[src/rtl/renkon_relu_sched_pkg.sv]
// Shared types and constants for the renkon ReLU-stage sequencer.
package renkon_relu_sched_pkg;

   localparam int unsigned D_RELU = 2;

   typedef struct packed {
      logic start;
      logic valid;
      logic stop;
   } ctrl_reg;

   typedef enum logic [1:0] {
      S_IDLE  = 2'd0,
      S_RUN   = 2'd1,
      S_FLUSH = 2'd2
   } relu_sched_state;

endpackage

[src/rtl/renkon_relu_sched_if.sv]
// Start/valid/stop control bus between pipeline stages.
interface ctrl_bus;
   logic start;
   logic valid;
   logic stop;

   modport master (output start, output valid, output stop);
   modport slave  (input  start, input  valid, input  stop);
endinterface

[src/rtl/renkon_relu_sched_ctrl_delay.sv]
// N-deep shift line for the control bundle plus its channel/address payload.
module renkon_ctrl_delay
   import renkon_relu_sched_pkg::*;
#(
   parameter int unsigned N  = 2,
   parameter int unsigned CW = 10,
   parameter int unsigned AW = 12
) (
   input  logic          clk,
   input  logic          xrst,
   input  ctrl_reg       d_ctrl,
   input  logic [CW-1:0] d_chan,
   input  logic [AW-1:0] d_lin,
   output ctrl_reg       tap_m1_ctrl,
   output logic [CW-1:0] tap_m1_chan,
   output logic [AW-1:0] tap_m1_lin,
   output ctrl_reg       tap_n_ctrl,
   output logic [CW-1:0] tap_n_chan,
   output logic [AW-1:0] tap_n_lin
);

   ctrl_reg       ctrl_q [1:N];
   logic [CW-1:0] chan_q [1:N];
   logic [AW-1:0] lin_q  [1:N];

   always_ff @(posedge clk or posedge xrst) begin
      if (xrst) begin
         for (int unsigned i = 1; i <= N; i++) begin
            ctrl_q[i] <= '0;
            chan_q[i] <= '0;
            lin_q[i]  <= '0;
         end
      end else begin
         ctrl_q[1] <= d_ctrl;
         chan_q[1] <= d_chan;
         lin_q[1]  <= d_lin;
         for (int unsigned i = 2; i <= N; i++) begin
            ctrl_q[i] <= ctrl_q[i-1];
            chan_q[i] <= chan_q[i-1];
            lin_q[i]  <= lin_q[i-1];
         end
      end
   end

   assign tap_m1_ctrl = ctrl_q[N-1];
   assign tap_m1_chan = chan_q[N-1];
   assign tap_m1_lin  = lin_q[N-1];
   assign tap_n_ctrl  = ctrl_q[N];
   assign tap_n_chan  = chan_q[N];
   assign tap_n_lin   = lin_q[N];

endmodule

[src/rtl/renkon_relu_sched.sv]
// Layer sequencer for the ReLU stage: counts beats per channel/layer and drives
// ReLU enable, bias select and output-buffer writes aligned to the datapath.
module renkon_relu_sched
   import renkon_relu_sched_pkg::*;
#(
   parameter int unsigned D_RELU = renkon_relu_sched_pkg::D_RELU,
   parameter int unsigned LWIDTH = 10,
   parameter int unsigned ADDRW  = 12
) (
   input  logic              clk,
   input  logic              xrst,
   input  logic              req,
   input  logic [LWIDTH-1:0] cfg_n_out,
   input  logic [LWIDTH-1:0] cfg_img,
   ctrl_bus.slave            in_ctrl,
   ctrl_bus.master           out_ctrl,
   output logic              ack,
   output logic              relu_oe,
   output logic [LWIDTH-1:0] bias_sel,
   output logic              mem_we,
   output logic [ADDRW-1:0]  mem_addr,
   output logic              err
);

   localparam int unsigned FCW = $clog2(D_RELU + 1);

   relu_sched_state   state_q, state_d;
   logic [LWIDTH-1:0] n_out_q, n_out_d, img_q, img_d;
   logic [LWIDTH-1:0] pix_q, pix_d, chan_q, chan_d;
   logic [ADDRW-1:0]  lin_q, lin_d;
   logic [FCW-1:0]    fcnt_q, fcnt_d;
   logic              err_q, err_d;
   logic              last_beat;
   ctrl_reg           d_ctrl, tap1_ctrl, tapn_ctrl;
   logic [LWIDTH-1:0] tap1_chan, tapn_chan;
   logic [ADDRW-1:0]  tap1_lin, tapn_lin;
   logic              unused_taps;

   assign last_beat = (chan_q == n_out_q - LWIDTH'(1)) && (pix_q == img_q - LWIDTH'(1));

   always_ff @(posedge clk or posedge xrst) begin
      if (xrst) begin
         state_q <= S_IDLE;
         n_out_q <= '0;
         img_q   <= '0;
         pix_q   <= '0;
         chan_q  <= '0;
         lin_q   <= '0;
         fcnt_q  <= '0;
         err_q   <= 1'b0;
      end else begin
         state_q <= state_d;
         n_out_q <= n_out_d;
         img_q   <= img_d;
         pix_q   <= pix_d;
         chan_q  <= chan_d;
         lin_q   <= lin_d;
         fcnt_q  <= fcnt_d;
         err_q   <= err_d;
      end
   end

   always_comb begin
      state_d = state_q;
      n_out_d = n_out_q;
      img_d   = img_q;
      pix_d   = pix_q;
      chan_d  = chan_q;
      lin_d   = lin_q;
      fcnt_d  = fcnt_q;
      err_d   = err_q;
      unique case (state_q)
         S_IDLE: begin
            if (in_ctrl.valid || in_ctrl.stop) err_d = 1'b1;
            if (req) begin
               n_out_d = cfg_n_out;
               img_d   = cfg_img;
               pix_d   = '0;
               chan_d  = '0;
               lin_d   = '0;
               err_d   = 1'b0;
               state_d = S_RUN;
            end
         end
         S_RUN: begin
            if (in_ctrl.valid) begin
               lin_d = lin_q + ADDRW'(1);
               if (last_beat) begin
                  state_d = S_FLUSH;
                  fcnt_d  = '0;
               end else if (pix_q == img_q - LWIDTH'(1)) begin
                  pix_d  = '0;
                  chan_d = chan_q + LWIDTH'(1);
               end else begin
                  pix_d = pix_q + LWIDTH'(1);
               end
            end
            // A stop riding on the final beat is the normal end of layer.
            if (in_ctrl.stop && !(in_ctrl.valid && last_beat)) begin
               err_d   = 1'b1;
               state_d = S_FLUSH;
               fcnt_d  = '0;
            end
         end
         S_FLUSH: begin
            if (in_ctrl.valid || in_ctrl.stop) err_d = 1'b1;
            if (fcnt_q == FCW'(D_RELU - 1)) state_d = S_IDLE;
            else                           fcnt_d  = fcnt_q + FCW'(1);
         end
         default: state_d = S_IDLE;
      endcase
   end

   always_comb begin
      d_ctrl       = '0;
      d_ctrl.start = in_ctrl.start && (state_q == S_RUN);
      d_ctrl.valid = in_ctrl.valid && (state_q == S_RUN);
      d_ctrl.stop  = in_ctrl.stop  && (state_q == S_RUN);
   end

   renkon_ctrl_delay #(
      .N  (D_RELU),
      .CW (LWIDTH),
      .AW (ADDRW)
   ) u_delay (
      .clk         (clk),
      .xrst        (xrst),
      .d_ctrl      (d_ctrl),
      .d_chan      (chan_q),
      .d_lin       (lin_q),
      .tap_m1_ctrl (tap1_ctrl),
      .tap_m1_chan (tap1_chan),
      .tap_m1_lin  (tap1_lin),
      .tap_n_ctrl  (tapn_ctrl),
      .tap_n_chan  (tapn_chan),
      .tap_n_lin   (tapn_lin)
   );

   assign unused_taps    = ^{tap1_ctrl.start, tap1_ctrl.stop, tap1_lin, tapn_chan};

   assign ack            = (state_q == S_IDLE);
   assign err            = err_q;
   assign relu_oe        = tap1_ctrl.valid;
   assign bias_sel       = tap1_chan;
   assign mem_we         = tapn_ctrl.valid;
   assign mem_addr       = tapn_lin;
   assign out_ctrl.start = tapn_ctrl.start;
   assign out_ctrl.valid = tapn_ctrl.valid;
   assign out_ctrl.stop  = tapn_ctrl.stop;

endmodule

[src/flat_wrapper.sv]
// flat-port wrapper written by rule: the top's interface ports become plain ports
module renkon_relu_sched_flat import renkon_relu_sched_pkg::*;
#(
   parameter int unsigned D_RELU = renkon_relu_sched_pkg::D_RELU,
   parameter int unsigned LWIDTH = 10,
   parameter int unsigned ADDRW  = 12
)
  (clk, xrst, req, cfg_n_out, cfg_img, ack, relu_oe, bias_sel, mem_we, mem_addr, err, in_ctrl_start, in_ctrl_valid, in_ctrl_stop, out_ctrl_start, out_ctrl_valid, out_ctrl_stop);
  ctrl_bus in_ctrl_i ();
  ctrl_bus out_ctrl_i ();
  input  logic clk;
  input  logic xrst;
  input  logic req;
  input  logic [LWIDTH-1:0] cfg_n_out;
  input  logic [LWIDTH-1:0] cfg_img;
  output logic ack;
  output logic relu_oe;
  output logic [LWIDTH-1:0] bias_sel;
  output logic mem_we;
  output logic [ADDRW-1:0] mem_addr;
  output logic err;
  input wire logic [$bits(in_ctrl_i.start)-1:0] in_ctrl_start;
  input wire logic [$bits(in_ctrl_i.valid)-1:0] in_ctrl_valid;
  input wire logic [$bits(in_ctrl_i.stop)-1:0] in_ctrl_stop;
  output wire logic [$bits(out_ctrl_i.start)-1:0] out_ctrl_start;
  output wire logic [$bits(out_ctrl_i.valid)-1:0] out_ctrl_valid;
  output wire logic [$bits(out_ctrl_i.stop)-1:0] out_ctrl_stop;
  assign in_ctrl_i.start = in_ctrl_start;
  assign in_ctrl_i.valid = in_ctrl_valid;
  assign in_ctrl_i.stop = in_ctrl_stop;
  assign out_ctrl_start = out_ctrl_i.start;
  assign out_ctrl_valid = out_ctrl_i.valid;
  assign out_ctrl_stop = out_ctrl_i.stop;
  renkon_relu_sched #(.D_RELU(D_RELU), .LWIDTH(LWIDTH), .ADDRW(ADDRW)) u_core (.clk(clk), .xrst(xrst), .req(req), .cfg_n_out(cfg_n_out), .cfg_img(cfg_img), .in_ctrl(in_ctrl_i), .out_ctrl(out_ctrl_i), .ack(ack), .relu_oe(relu_oe), .bias_sel(bias_sel), .mem_we(mem_we), .mem_addr(mem_addr), .err(err));
endmodule
[config.mk]
export PLATFORM = sky130hd
export DESIGN_NAME = renkon_relu_sched_flat
export DESIGN_NICKNAME = d
export VERILOG_FILES = /design/src/rtl/renkon_relu_sched_pkg.sv /design/src/rtl/renkon_relu_sched_if.sv /design/src/rtl/renkon_relu_sched_ctrl_delay.sv /design/src/rtl/renkon_relu_sched.sv /design/src/flat_wrapper.sv
export SDC_FILE = /design/constraint.sdc
export NUM_CORES = 1
export LEC_CHECK = 0
export ABC_AREA = 1
export CORE_MARGIN = 2
export CORE_UTILIZATION = 49
export CTS_BUF_LIST = sky130_fd_sc_hd__clkbuf_8
export CTS_CLUSTER_SIZE = 40
export DETAILED_ROUTE_END_ITERATION = 8
export GPL_TIMING_DRIVEN = 0
export PLACE_DENSITY = 0.86
export SLEW_MARGIN = 15
export SYNTH_ARGS = -nofsm -noshare
export SYNTH_HDL_FRONTEND = slang
export SYNTH_SLANG_ARGS = --single-unit
[constraint.sdc]
create_clock -name clk -period 3.22 [get_ports clk]
set_clock_uncertainty 0.2 [all_clocks]
set_input_delay 0.644 -clock clk [delete_from_list [all_inputs] [get_ports clk]]
set_output_delay 0.644 -clock clk [all_outputs]
set_load 0.005 [all_outputs]
Word-level counts from Yosys, hierarchy flattened
Cells that the tools add are included.
W data, S select, Z words.
Operators by class
  add/sub/neg operators: 6
  eq/ne operators: 14
  mux-type cells: 27
  reductions and logical operators: 19
Operators with widths (count)
  $mux W10: 7
  $pmux W10 S2: 2
  $mux W12: 2
  $pmux W12 S2: 1
  $add A10 B1 Y10 const B: 2
  $eq A10 B10 Y1: 2
  $sub A10 B1 Y10 const B: 2
  $mux W2: 9
  $add A12 B1 Y12 const B: 1
  $reduce_and A4 Y1: 3
  $ne A2 B2 Y1 const B: 4
  $logic_and A1 B1 Y1: 6
  $ne A2 B1 Y1 const B: 3
  $pmux W2 S3: 1
  $reduce_and A5 Y1: 1
  $eq A2 B1 Y1 const B: 2
  $pmux W2 S2: 1
  $reduce_and A2 Y1: 2
  $reduce_bool A2 Y1: 2
  $mux W1: 3
  $ne A3 B1 Y1 const B: 1
  $ne A3 B2 Y1 const B: 1
  $pmux W1 S3: 1
  $reduce_and A3 Y1: 1
  other kinds (6): 6
Storage, ports and cells
  register bits: 97
  input port bits: 26
  output and inout port bits: 29
  logic and storage cells: 83

Longest topological paths before layout
Gate-level depths: netlist of the first run.
  word-level depth: 8
  mapped depth: 17
  mapped depth without buffers: 17

Hierarchy
Synthesis of the first run repeated with hierarchy kept, for this count alone.
Unflattened totals
  cells, all modules: 561
  area total of the unflattened synthesis: 5017.3 um^2
By module, submodules not included
  renkon_relu_sched: times used 1, cells each 510, area each 3762.4 um^2, seq. area each 1426.4 um^2
  renkon_ctrl_delay: times used 1, cells each 51, area each 1255.0 um^2, seq. area each 1251.2 um^2

Worst setup path before layout of the first run
No wires, ideal clock.
  kind: register to register
  start: reg u_core.state_q[1]
  end: reg u_core.lin_q[10]
  library setup time: 0.123 ns
  arrival: 1.869 ns
  data required time: 2.897 ns
  slack: 1.027 ns
  cell stages (with the launch flop): 15
  path buffers: 0
  period minus slack after synthesis: 2.193 ns
  cells stage by stage: dfrtp_1 inv_1 ha_1 clkinv_1 nor2_1 nor2_1 nand2_1 nor2_1 nand2_1 inv_1 nand2_1 nor3_1 nand4_1 o21ai_0 a21oi_1
Between the ends
  longest elaborated chain between the ends: 3
  elaborated cells between the ends (all ways): 7
  those cells by class: 3 x eq/ne; 1 x mux; 3 x reduce/logical
Ends and longest elaborated chain
  start, declared: line renkon_relu_sched.sv:27  | relu_sched_state state_q, state_d;
  start signal, assigned: line renkon_relu_sched.sv:52  | state_q <= state_d;
  $eq A2 B1 Y1 or $logic_not A2 Y1 (tied branches): line renkon_relu_sched.sv:72  | unique case (state_q)
  $ne A2 B2 Y1 (no source line) or $reduce_bool A2 Y1 (tied branches)
  $reduce_and A3 Y1 (no source line)
  end signal, assigned: line renkon_relu_sched.sv:57  | lin_q <= lin_d;
  end, declared: line renkon_relu_sched.sv:30  | logic [ADDRW-1:0] lin_q, lin_d;
Several ways; a longest one is shown, not always the timed one.
A chain may end at the register's enable or synchronous reset.

Final worst setup path of the first run
  start: reg u_core.state_q[1]
  end: reg u_core.lin_q[8]
The elaborated chain is that of the path after synthesis.

==> run metrics, run 1 <==
number of enable flip-flop cells after synthesis 0; Die Ht 102 µm; number of distinct library cells after synthesis 38; Clock Latency Late Sink 0.37 ns; Req. time, crit path 3.28 ns; via count of the routed design 4,041; via/cell ratio 5.19; Max-slew headroom 59.3%; complex-gate fraction of the synthesized area 7.11%; estimated wirelength of the detail-placed design 7.79 mm; xor-xnor portion of the synthesized cell area 3.52%; gp weighted congestion 0.907; arrival time at the worst endpoint 2.80 ns; number of gates resized after cts 0; fraction of synthesis flops using an asynchronous set or reset pin 100%; GRT Residual Overflow 0; type of the worst setup path flop to flop; maximum number of pins on one net before global-route repair 29; syn_nets 612; main combinational cell family by area after synthesis simple AND/OR/NAND/NOR gates; Post-Syn Area 4730 µm²; reg2reg end u_core.lin_q[8]; Post-CTS Setup Bufs 0; number of antenna violations at the first check in global routing 0; number of max-cap violations 0; critical path cell sequence inv_1, ha_1, clkinv_1, nor2_1, nor2_1, nand2_1, nor2_1, nand2_1, inv_1, nand2_1, nor3_1, nand2_1, o21ai_0, a21oi_1; type of destination of the critical path flop; area of the placeable core 9280 µm²; cell area after layout 5760 µm²; Hold Buf Count CTS 0; detailed-route wire length per cell 13.6 µm; layout cell share with drive strength beyond 1 7.54%; H-tree Lvls 3; global-route wire length before repair 17.8 mm; cell with the most instances on the worst path sky130_fd_sc_hd__nand2_1; Simple-Gate Fraction of Synth Area 29.1%; total number of nets in the final design 680; r2r setup slk 0.48 ns; Area Overhead vs Synth 21.7%; final period demand of the worst path 2.74 ns; via count of the first global-routing pass 3,946; Critical Path Max Stage Delay 0.40 ns; number of iterations in the first detailed-routing pass 5; status finished clean; sequential cell area fraction in the yosys report 51.3%; Initial Utilization 51.0%; Routed Antenna Nets 0; number of inserted diodes 0; Top FF cell, synth sky130_fd_sc_hd__dfrtp_1; type of the most critical hold path flop to flop; highest-count cells in the layout ignoring fill and taps sky130_fd_sc_hd__nand2_1 (187), sky130_fd_sc_hd__dfrtp_1 (97), sky130_fd_sc_hd__inv_1 (65); number of hold violations in the final report 0; pin slew with the least headroom to its limit 0.605 ns; largest fanout on the critical path 10; global-route usage over all layers 21.9%; Reg2Reg Depth 14; category of the worst setup path launch point flop; Worst-path clk slew 0.10 ns; Highest Clock Rate 0.364 GHz; DRC errors left 0; leakage power total 2.82 nW; start point of the critical path u_core.state_q[1]; worst hold start u_core.u_delay.tap_m1_lin[4]; TritonCTS Buffers 9; period utilization 85.2%; adder and majority cell fraction of the synthesized area 2.38%; number of clock sinks 97; max-slew violation total from the final report 0; mux contribution to synthesized area 0%; number of ports placed on the die boundary 55; CTS Buffer Depth 2; CP Buf/Inv Count 3; Detailed Route WL 10.6 mm; CTS root buf sky130_fd_sc_hd__clkbuf_8; number of core rows 35; gate count of the mapped netlist 577; die span in x 102 µm; Setup Viol. Count Final 0; sink of the worst hold path u_core.u_delay.tap_n_lin[4]; unrepaired setup endpoints after global routing no; leading cell type in the layout, fill and taps excluded sky130_fd_sc_hd__nand2_1; Reg2Reg Launch Point u_core.state_q[1]; dpl cells 763; hold path cells 0; Starting DRT DRC Count 310; DIE AREA 10,500 µm²; post-synthesis average cell area 8.20 µm²; Sum Neg Setup Slack 0 ns; non-filler instance count after layout 779; cell type of the slowest stage on the worst timing path sky130_fd_sc_hd__dfrtp_1; PD cells 773 nW/µm²; count of synthesis-stage warnings from yosys 0; count of buffers from port buffering 54; cell type group with the largest total delay on the critical path simple AND/OR/NAND/NOR gates; post-place instance area 5500 µm²; peak supply drop 0.000360 V; TritonCTS clock tree built; register bit count reported by yosys 97
==> where the power goes <==
| group | total (W) | switching, W | internal [W] |
|---|---|---|---|
| Clock | 0.00100 | 0.000466 | 0.000534 |
| Combinational | 0.00177 | 0.00111 | 0.000664 |
| Sequential | 0.00168 | 0.000220 | 0.00146 |
| Total | 0.00445 | 0.00179 | 0.00266 |
==> sequential cells by signal, indices dropped and copies added, names as in the netlist, 2 cells and up <==
signal,flops
u_core.u_delay.tap_n_lin,12
u_core.chan_q,10
u_core.u_delay.tap_m1_ctrl,3
u_core.u_delay.tap_n_ctrl,3
u_core.img_q,10
u_core.u_delay.tap_m1_lin,12
u_core.n_out_q,10
u_core.state_q,2
u_core.fcnt_q,2
u_core.u_delay.tap_m1_chan,10
u_core.pix_q,10
u_core.lin_q,12
==> worst register-to-register path, stage by stage (launching register included) <==
cell and delay [ns]:
sky130_fd_sc_hd__dfrtp_1 0.40, sky130_fd_sc_hd__inv_1 0.07, sky130_fd_sc_hd__ha_1 0.27, sky130_fd_sc_hd__clkinv_1 0.24, sky130_fd_sc_hd__nor2_1 0.07, sky130_fd_sc_hd__nor2_1 0.09, sky130_fd_sc_hd__nand2_1 0.15, sky130_fd_sc_hd__nor2_1 0.17
sky130_fd_sc_hd__nand2_1 0.08, sky130_fd_sc_hd__inv_1 0.11, sky130_fd_sc_hd__nand2_1 0.10, sky130_fd_sc_hd__nor3_1 0.27, sky130_fd_sc_hd__nand2_1 0.14, sky130_fd_sc_hd__o21ai_0 0.23, sky130_fd_sc_hd__a21oi_1 0.07
==> cells by family after synthesis <==
logic type / after synthesis
compound gates: 59
xor+xnor: 19
fa+ha+maj: 9
buf+inv: 77
flops: 97
simple gates: 316
==> worst max path at each step <==
| stage | end | slack [ns] | cells past startpoint |
|---|---|---|---|
| 2_1_floorplan | u_core.lin_q[10] | 1.03 | 14 |
| 3_3_place_gp | u_core.n_out_q[5] | 0.31 | 2 |
| 3_5_place_dp | u_core.lin_q[8] | 0.30 | 12 |
| 4_1_cts | u_core.lin_q[8] | 0.54 | 14 |
| 5_1_grt | u_core.lin_q[8] | 0.19 | 14 |
| 6_report | u_core.lin_q[8] | 0.48 | 14 |
==> per-layer routing <==
layer  part of all wire, %  vias up  GRT usage (%)
met5                     0        -              0
met4                   2.1        0           8.62
met3                   5.4       16           3.28
met2                    51      142           38.0
met1                    41     1931           27.8
li1                      -     1952              -
==> stage by stage <==
| step | total power, W | utilization [%] | setup WS [ns] | hold slack (ns) |
|---|---|---|---|---|
| 2_1_floorplan | 0.00293 | - | 1.03 | 0.131 |
| 3_3_place_gp | 0.00336 | 58.6 | 0.311 | 0.135 |
| 4_1_cts | 0.00446 | 62.0 | 0.537 | 0.158 |
| 3_5_place_dp | 0.00345 | 59.2 | 0.299 | 0.136 |
| 6_report | 0.00445 | 62.0 | 0.476 | 0.154 |
| 5_1_grt | 0.00479 | 62.0 | 0.192 | 0.164 |
==> area by class of cell <==
type / instances / area, µm²
fill: 791 / 3530
timing repair buffer: 57 / 601
multi-input combinational: 403 / 1990
buffer: 10 / 61.3
clock inverter: 7 / 138
sequential: 97 / 2430
clock buffer: 9 / 124
tap: 129 / 161
inverter: 67 / 255
==> cells in the mapped netlist (all sizes together) (8+ instances only) <==
cell     n  area, µm²
nand2  190        726
dfrtp   97       2430
inv     66        248
nor2    61        246
o21ai   40        219
nand3   32        185
a21oi   13       68.8
xor2    13        114
nand4   11       83.8
ha       9        113
or2      8       50.1
No activity file was read; power rests on OpenSTA's default activity.
==> inputs of run 2 (changes only) <==
CTS_CLUSTER_DIAMETER = 150   (was default)
==> results of run 2 <==
No change in the layout: final DEF, timing and power equal those of run 1.
==> variant 1, RTL diff (config.mk and constraints of run 2) <==
Put one more register stage on the output `err`, cleared by the reset. The value now appears one clock later. The other outputs are not delayed to match.
--- a/src/rtl/renkon_relu_sched.sv
+++ b/src/rtl/renkon_relu_sched.sv
@@ -141,3 +141,9 @@
    assign ack            = (state_q == S_IDLE);
-   assign err            = err_q;
+   always_ff @(posedge clk or posedge xrst) begin
+      if (xrst) begin
+         err <= '0;
+      end else begin
+         err <= err_q;
+      end
+   end
    assign relu_oe        = tap1_ctrl.valid;
Check against the original RTL: not equivalent (Yosys sat finds a counterexample within 4 cycles, from zero or initial values and one cycle with xrst high).
==> variant 1 against run 2 <==
Synthesized area up 0.21%. Power down 7.4%. Setup slack better by 0.031 ns. Wire length shrank 7.6%. Cell area down 1.2%. Critical path type is now input port to flop. Highest routed layer unchanged. Via count is 2.6% lower. Sequential cell count rose by 1. Largest power group is now registers. Count of clock-buffer cells in the layout did not move.
==> variant 1: results (changes against run 2) <==
outcome completed (unchanged); clk slew on worst S/H paths 0.11 ns; vias in the first global route 3,703 (was 3,946); Post-synth top cells 160 x nand2_1, 98 x dfrtp_1, 66 x inv_1 (was 187 x nand2_1, 97 x dfrtp_1, 66 x inv_1); Worst-Margin Slew 0.595 ns (was 0.605 ns); end of the worst register-to-register path u_core.lin_q[11]$_DFFE_PP0P_ (was u_core.lin_q[8]$_DFFE_PP0P_); CP max FO 7 (was 10); Detailed Route WL 9760 µm (was 10,600 µm); slowest CP cell clkdlybuf4s50_1 (was dfrtp_1); met2 Use GR 0.355 (was 0.380); register area share after synthesis 0.517 (was 0.513); Ys Warns 0 (unchanged); worst r2r src u_core.state_q[0]$_DFFE_PP0P_ (was u_core.state_q[1]$_DFFE_PP0P_); Arrival @ worst endpoint 2.79 ns (was 2.80 ns); met1 Use GR 0.236 (was 0.278); Resize count post-CTS 0 (unchanged); ranking of synthesized cells by area dfrtp_1 52%, nand2_1 13%, inv_1 5.2% (was dfrtp_1 51%, nand2_1 15%, inv_1 5.2%); vias per cell 5.11 (was 5.19); met3 Resource Use GR 0.0287 (was 0.0328); Layout fillers 769 (was 791); Iter 0 DRT Violations 216 (was 310); Antenna diodes 0 (unchanged); share of cells above drive strength 1 0.0717 (was 0.0754); worst r2r path cells 15 (was 14); Unique masters post-synth 33 (was 38); largest net degree at the start of global routing 38 (was 29); Max VDD drop 0.000332 V (was 0.000360 V); first-pass GRT wire length 16,300 µm (was 17,800 µm); post-DP HPWL 7190 µm (was 7790 µm); gr usage total 0.197 (was 0.219); routability cong. 0.854 (was 0.907); first-pass iteration count of the detailed router 4 (was 5); reg2reg setup slack 0.58 ns (was 0.48 ns); max incr delay on CP 0.53 ns (was 0.40 ns); syn nets 605 (was 612); CP delay by family, top simple AND/OR/NAND/NOR gates (unchanged); Final nets 672 (was 680); leakage power total 2.78 nW (was 2.82 nW); Hold Path End u_core.u_delay.tap_n_lin[0]$_DFF_PP0_ (was u_core.u_delay.tap_n_lin[4]$_DFF_PP0_); Post-Place Worst Slack 0.146 ns (was 0.299 ns); Hold Crit Start u_core.u_delay.tap_m1_lin[0]$_DFF_PP0_ (was u_core.u_delay.tap_m1_lin[4]$_DFF_PP0_)
variant 1: worst max path at each step:
stage	cells past startpoint	to	slack (ns)	startpoint
4_1_cts	14	u_core.lin_q[11]$_DFFE_PP0P_	0.54	req
3_5_place_dp	14	u_core.lin_q[11]$_DFFE_PP0P_	0.15	req
6_report	14	u_core.lin_q[11]$_DFFE_PP0P_	0.51	req
2_1_floorplan	15	u_core.lin_q[11]$_DFFE_PP0P_	1.01	u_core.state_q[0]$_DFFE_PP0P_
3_3_place_gp	14	u_core.lin_q[11]$_DFFE_PP0P_	0.23	req
5_1_grt	14	u_core.lin_q[11]$_DFFE_PP0P_	0.23	req
variant 1: area by class of cell:
type,instances,area share
Timing Repair Buffer,56,0.102
Buffer,18,0.0158
Sequential cell,98,0.431
Clock inverter,7,0.0134
Multi-Input combinational cell,387,0.342
Clock buffer,9,0.0218
Inverter,67,0.0449
Tap cell,129,0.0284
variant 1: per-layer routing:
metal  vias up  part of all wire
li1       1925                 -
met1      1874              0.42
met2       118              0.51
met3        20             0.046
met4         0             0.019
met5         -                 0
variant 1: cell families after synthesis:
logic type,Yosys count,synth area share
xor gates and xnor gates,31,0.0573
and+or+nand+nor,289,0.264
DFF,98,0.517
AOI/OAI and AO/OA,58,0.0660
buffers and inverters,85,0.0720
adders and majority gates,9,0.0238
variant 1: report_power, final:
group	total (mW)	internal [mW]	switching, mW
Combinational	1.63	0.639	0.995
Sequential	1.69	1.47	0.217
Clock	0.794	0.309	0.485
variant 1: metrics by stage:
step	utilization	std cells	instance area (µm²)	hold slack, ns
6_report	0.610	771	5690	0.155
5_1_grt	0.610	771	5690	0.166
4_1_cts	0.610	771	5690	0.157
3_5_place_dp	0.588	755	5490	0.135
3_3_place_gp	0.584	753	5450	0.132
2_1_floorplan	-	570	4740	0.131
==> variant 2, RTL diff (settings of run 2) <==
Without the edit above. `ADDRW` is set to 12 in 2 places; all go to 11.
--- a/src/rtl/renkon_relu_sched.sv
+++ b/src/rtl/renkon_relu_sched.sv
@@ -7,3 +7,3 @@
    parameter int unsigned LWIDTH = 10,
-   parameter int unsigned ADDRW  = 12
+   parameter int unsigned ADDRW  = 11
 ) (
--- a/src/flat_wrapper.sv
+++ b/src/flat_wrapper.sv
@@ -5,3 +5,3 @@
    parameter int unsigned LWIDTH = 10,
-   parameter int unsigned ADDRW  = 12
+   parameter int unsigned ADDRW  = 11
 )
Ports: changed (resized mem_addr); port bits go from 55 to 54. The function was not compared with the original's and may differ.
==> variant 2 against run 2 <==
Register-to-register slack improved by 0.21 ns. Setup slack improved by 0.18 ns. Sequential cell count fell by 3. Cell area fell by 5.1%. Maximum frequency rose by 7.0%. Critical path depth did not move. Synthesized area fell by 3.6%. Combinational power fell by 14%. Sequential power fell by 4%. Wire length fell by 10%. Power fell by 12%. Clock power fell by 23%. Non-clock buffer count rose by 2. Critical path type is now input port to flop. Critical endpoint is now u_core.lin_q[9]$_DFFE_PP0P_.
==> variant 2: results (changes against run 2) <==
gr usage total 0.207 (was 0.219); Hold Crit Start u_core.u_delay.tap_m1_lin[2]$_DFF_PP0_ (was u_core.u_delay.tap_m1_lin[4]$_DFF_PP0_); end of the worst register-to-register path u_core.pix_q[8]$_DFFE_PP0P_ (was u_core.lin_q[8]$_DFFE_PP0P_); register area share after synthesis 0.516 (was 0.513); Syn Inst Count 552 (was 577); Detailed Route WL 9500 µm (was 10,600 µm); CTS Sinks 94 (was 97); outcome completed (unchanged); worst r2r src u_core.img_q[0]$_DFFE_PP0P_ (was u_core.state_q[1]$_DFFE_PP0P_); Seq power 1.61 mW (was 1.68 mW); worst r2r path cells 13 (was 14); multi-input logic area 1910 µm² (was 1990 µm²); largest net degree at the start of global routing 40 (was 29); P_clk 769 µW (was 1.00 mW); total of plain and repair buffers excluding clock buffers 69 (was 67); syn nets 587 (was 612); Reg area 2350 µm² (was 2430 µm²); Post-Place Worst Slack 0.239 ns (was 0.299 ns); Hold Path End u_core.u_delay.tap_n_lin[2]$_DFF_PP0_ (was u_core.u_delay.tap_n_lin[4]$_DFF_PP0_); clock network area share 0.0357 (was 0.0454); Multi-In Gates 385 (was 403); vias per cell 5.25 (was 5.19); cell-internal power 2.30 mW (was 2.66 mW); Iter 0 DRT Violations 195 (was 310); routed len/inst 12.9 µm (was 13.6 µm); Post-synth top cells 164 x nand2_1, 94 x dfrtp_1, 52 x nor2_1 (was 187 x nand2_1, 97 x dfrtp_1, 66 x inv_1); share of cells above drive strength 1 0.0835 (was 0.0754); tap cells 111 (was 129); placed cell count 718 (was 763); Final nets 653 (was 680); Unique masters post-synth 36 (was 38); Max VDD drop 0.000322 V (was 0.000360 V); leakage power total 2.65 nW (was 2.82 nW); first-pass iteration count of the detailed router 7 (was 5); placed cell area 5270 µm² (was 5500 µm²); hold_ws 0.158 ns (was 0.154 ns); post-DP HPWL 7160 µm (was 7790 µm); Final Cell Area 5470 µm² (was 5760 µm²); Layout fillers 766 (was 791); Inverters 59 (was 67); reg2reg setup slack 0.69 ns (was 0.48 ns)
## variant 2: cell count changes in the layout (fill, tap and decap cells not counted), moves of 5 or more
cell / run 2 / this run
nand2_1: 187 / 164
inv_1: 65 / 49
inv_2: 0 / 8
o21ai_2: 5 / 0
xor2_1: 13 / 19
nand3_1: 30 / 45
## variant 2: worst max-delay path: stages
cell and delay, ns:
clkdlybuf4s50_1 0.53, nand2_2 0.19, nor2_4 0.16, inv_2 0.12, nand2_4 0.13, inv_2 0.06, nor2_4 0.11, nand3_2 0.09
nor2_2 0.13, inv_2 0.05, nor3_2 0.14, nand2_1 0.10, o21ai_1 0.13, nor2_1 0.05
## variant 2: how the worst max path moves through the flow
stage / cells past startpoint / slack, ns / startpoint / to
final: 14 / 0.65 / req / u_core.lin_q[9]$_DFFE_PP0P_
after global routing: 14 / 0.42 / req / u_core.lin_q[9]$_DFFE_PP0P_
after CTS: 14 / 0.65 / req / u_core.lin_q[9]$_DFFE_PP0P_
after detailed placement: 14 / 0.24 / req / u_core.lin_q[9]$_DFFE_PP0P_
after global placement: 14 / 0.30 / req / u_core.lin_q[9]$_DFFE_PP0P_
after floorplan: 15 / 1.07 / u_core.state_q[0]$_DFFE_PP0P_ / u_core.lin_q[9]$_DFFE_PP0P_
## variant 2: metal layers
metal  share of wire  vias to the layer above  GRT usage
met5               0                        -          0
met4           0.032                        0     0.0980
met3           0.048                       33     0.0444
met2            0.51                      110      0.366
met1            0.41                     1829      0.240
li1                -                     1884          -
## variant 2: kinds of logic (layout without fill, tap and decap cells)
kind of cell               Yosys count  after routing  synth area share
AOI/OAI and AO/OA                   49             49            0.0579
xor gates and xnor gates            26             26            0.0500
adders and majority gates            9              9            0.0247
buffers and inverters               73            144            0.0653
DFF                                 94             94             0.516
and+or+nand+nor                    301            301             0.286
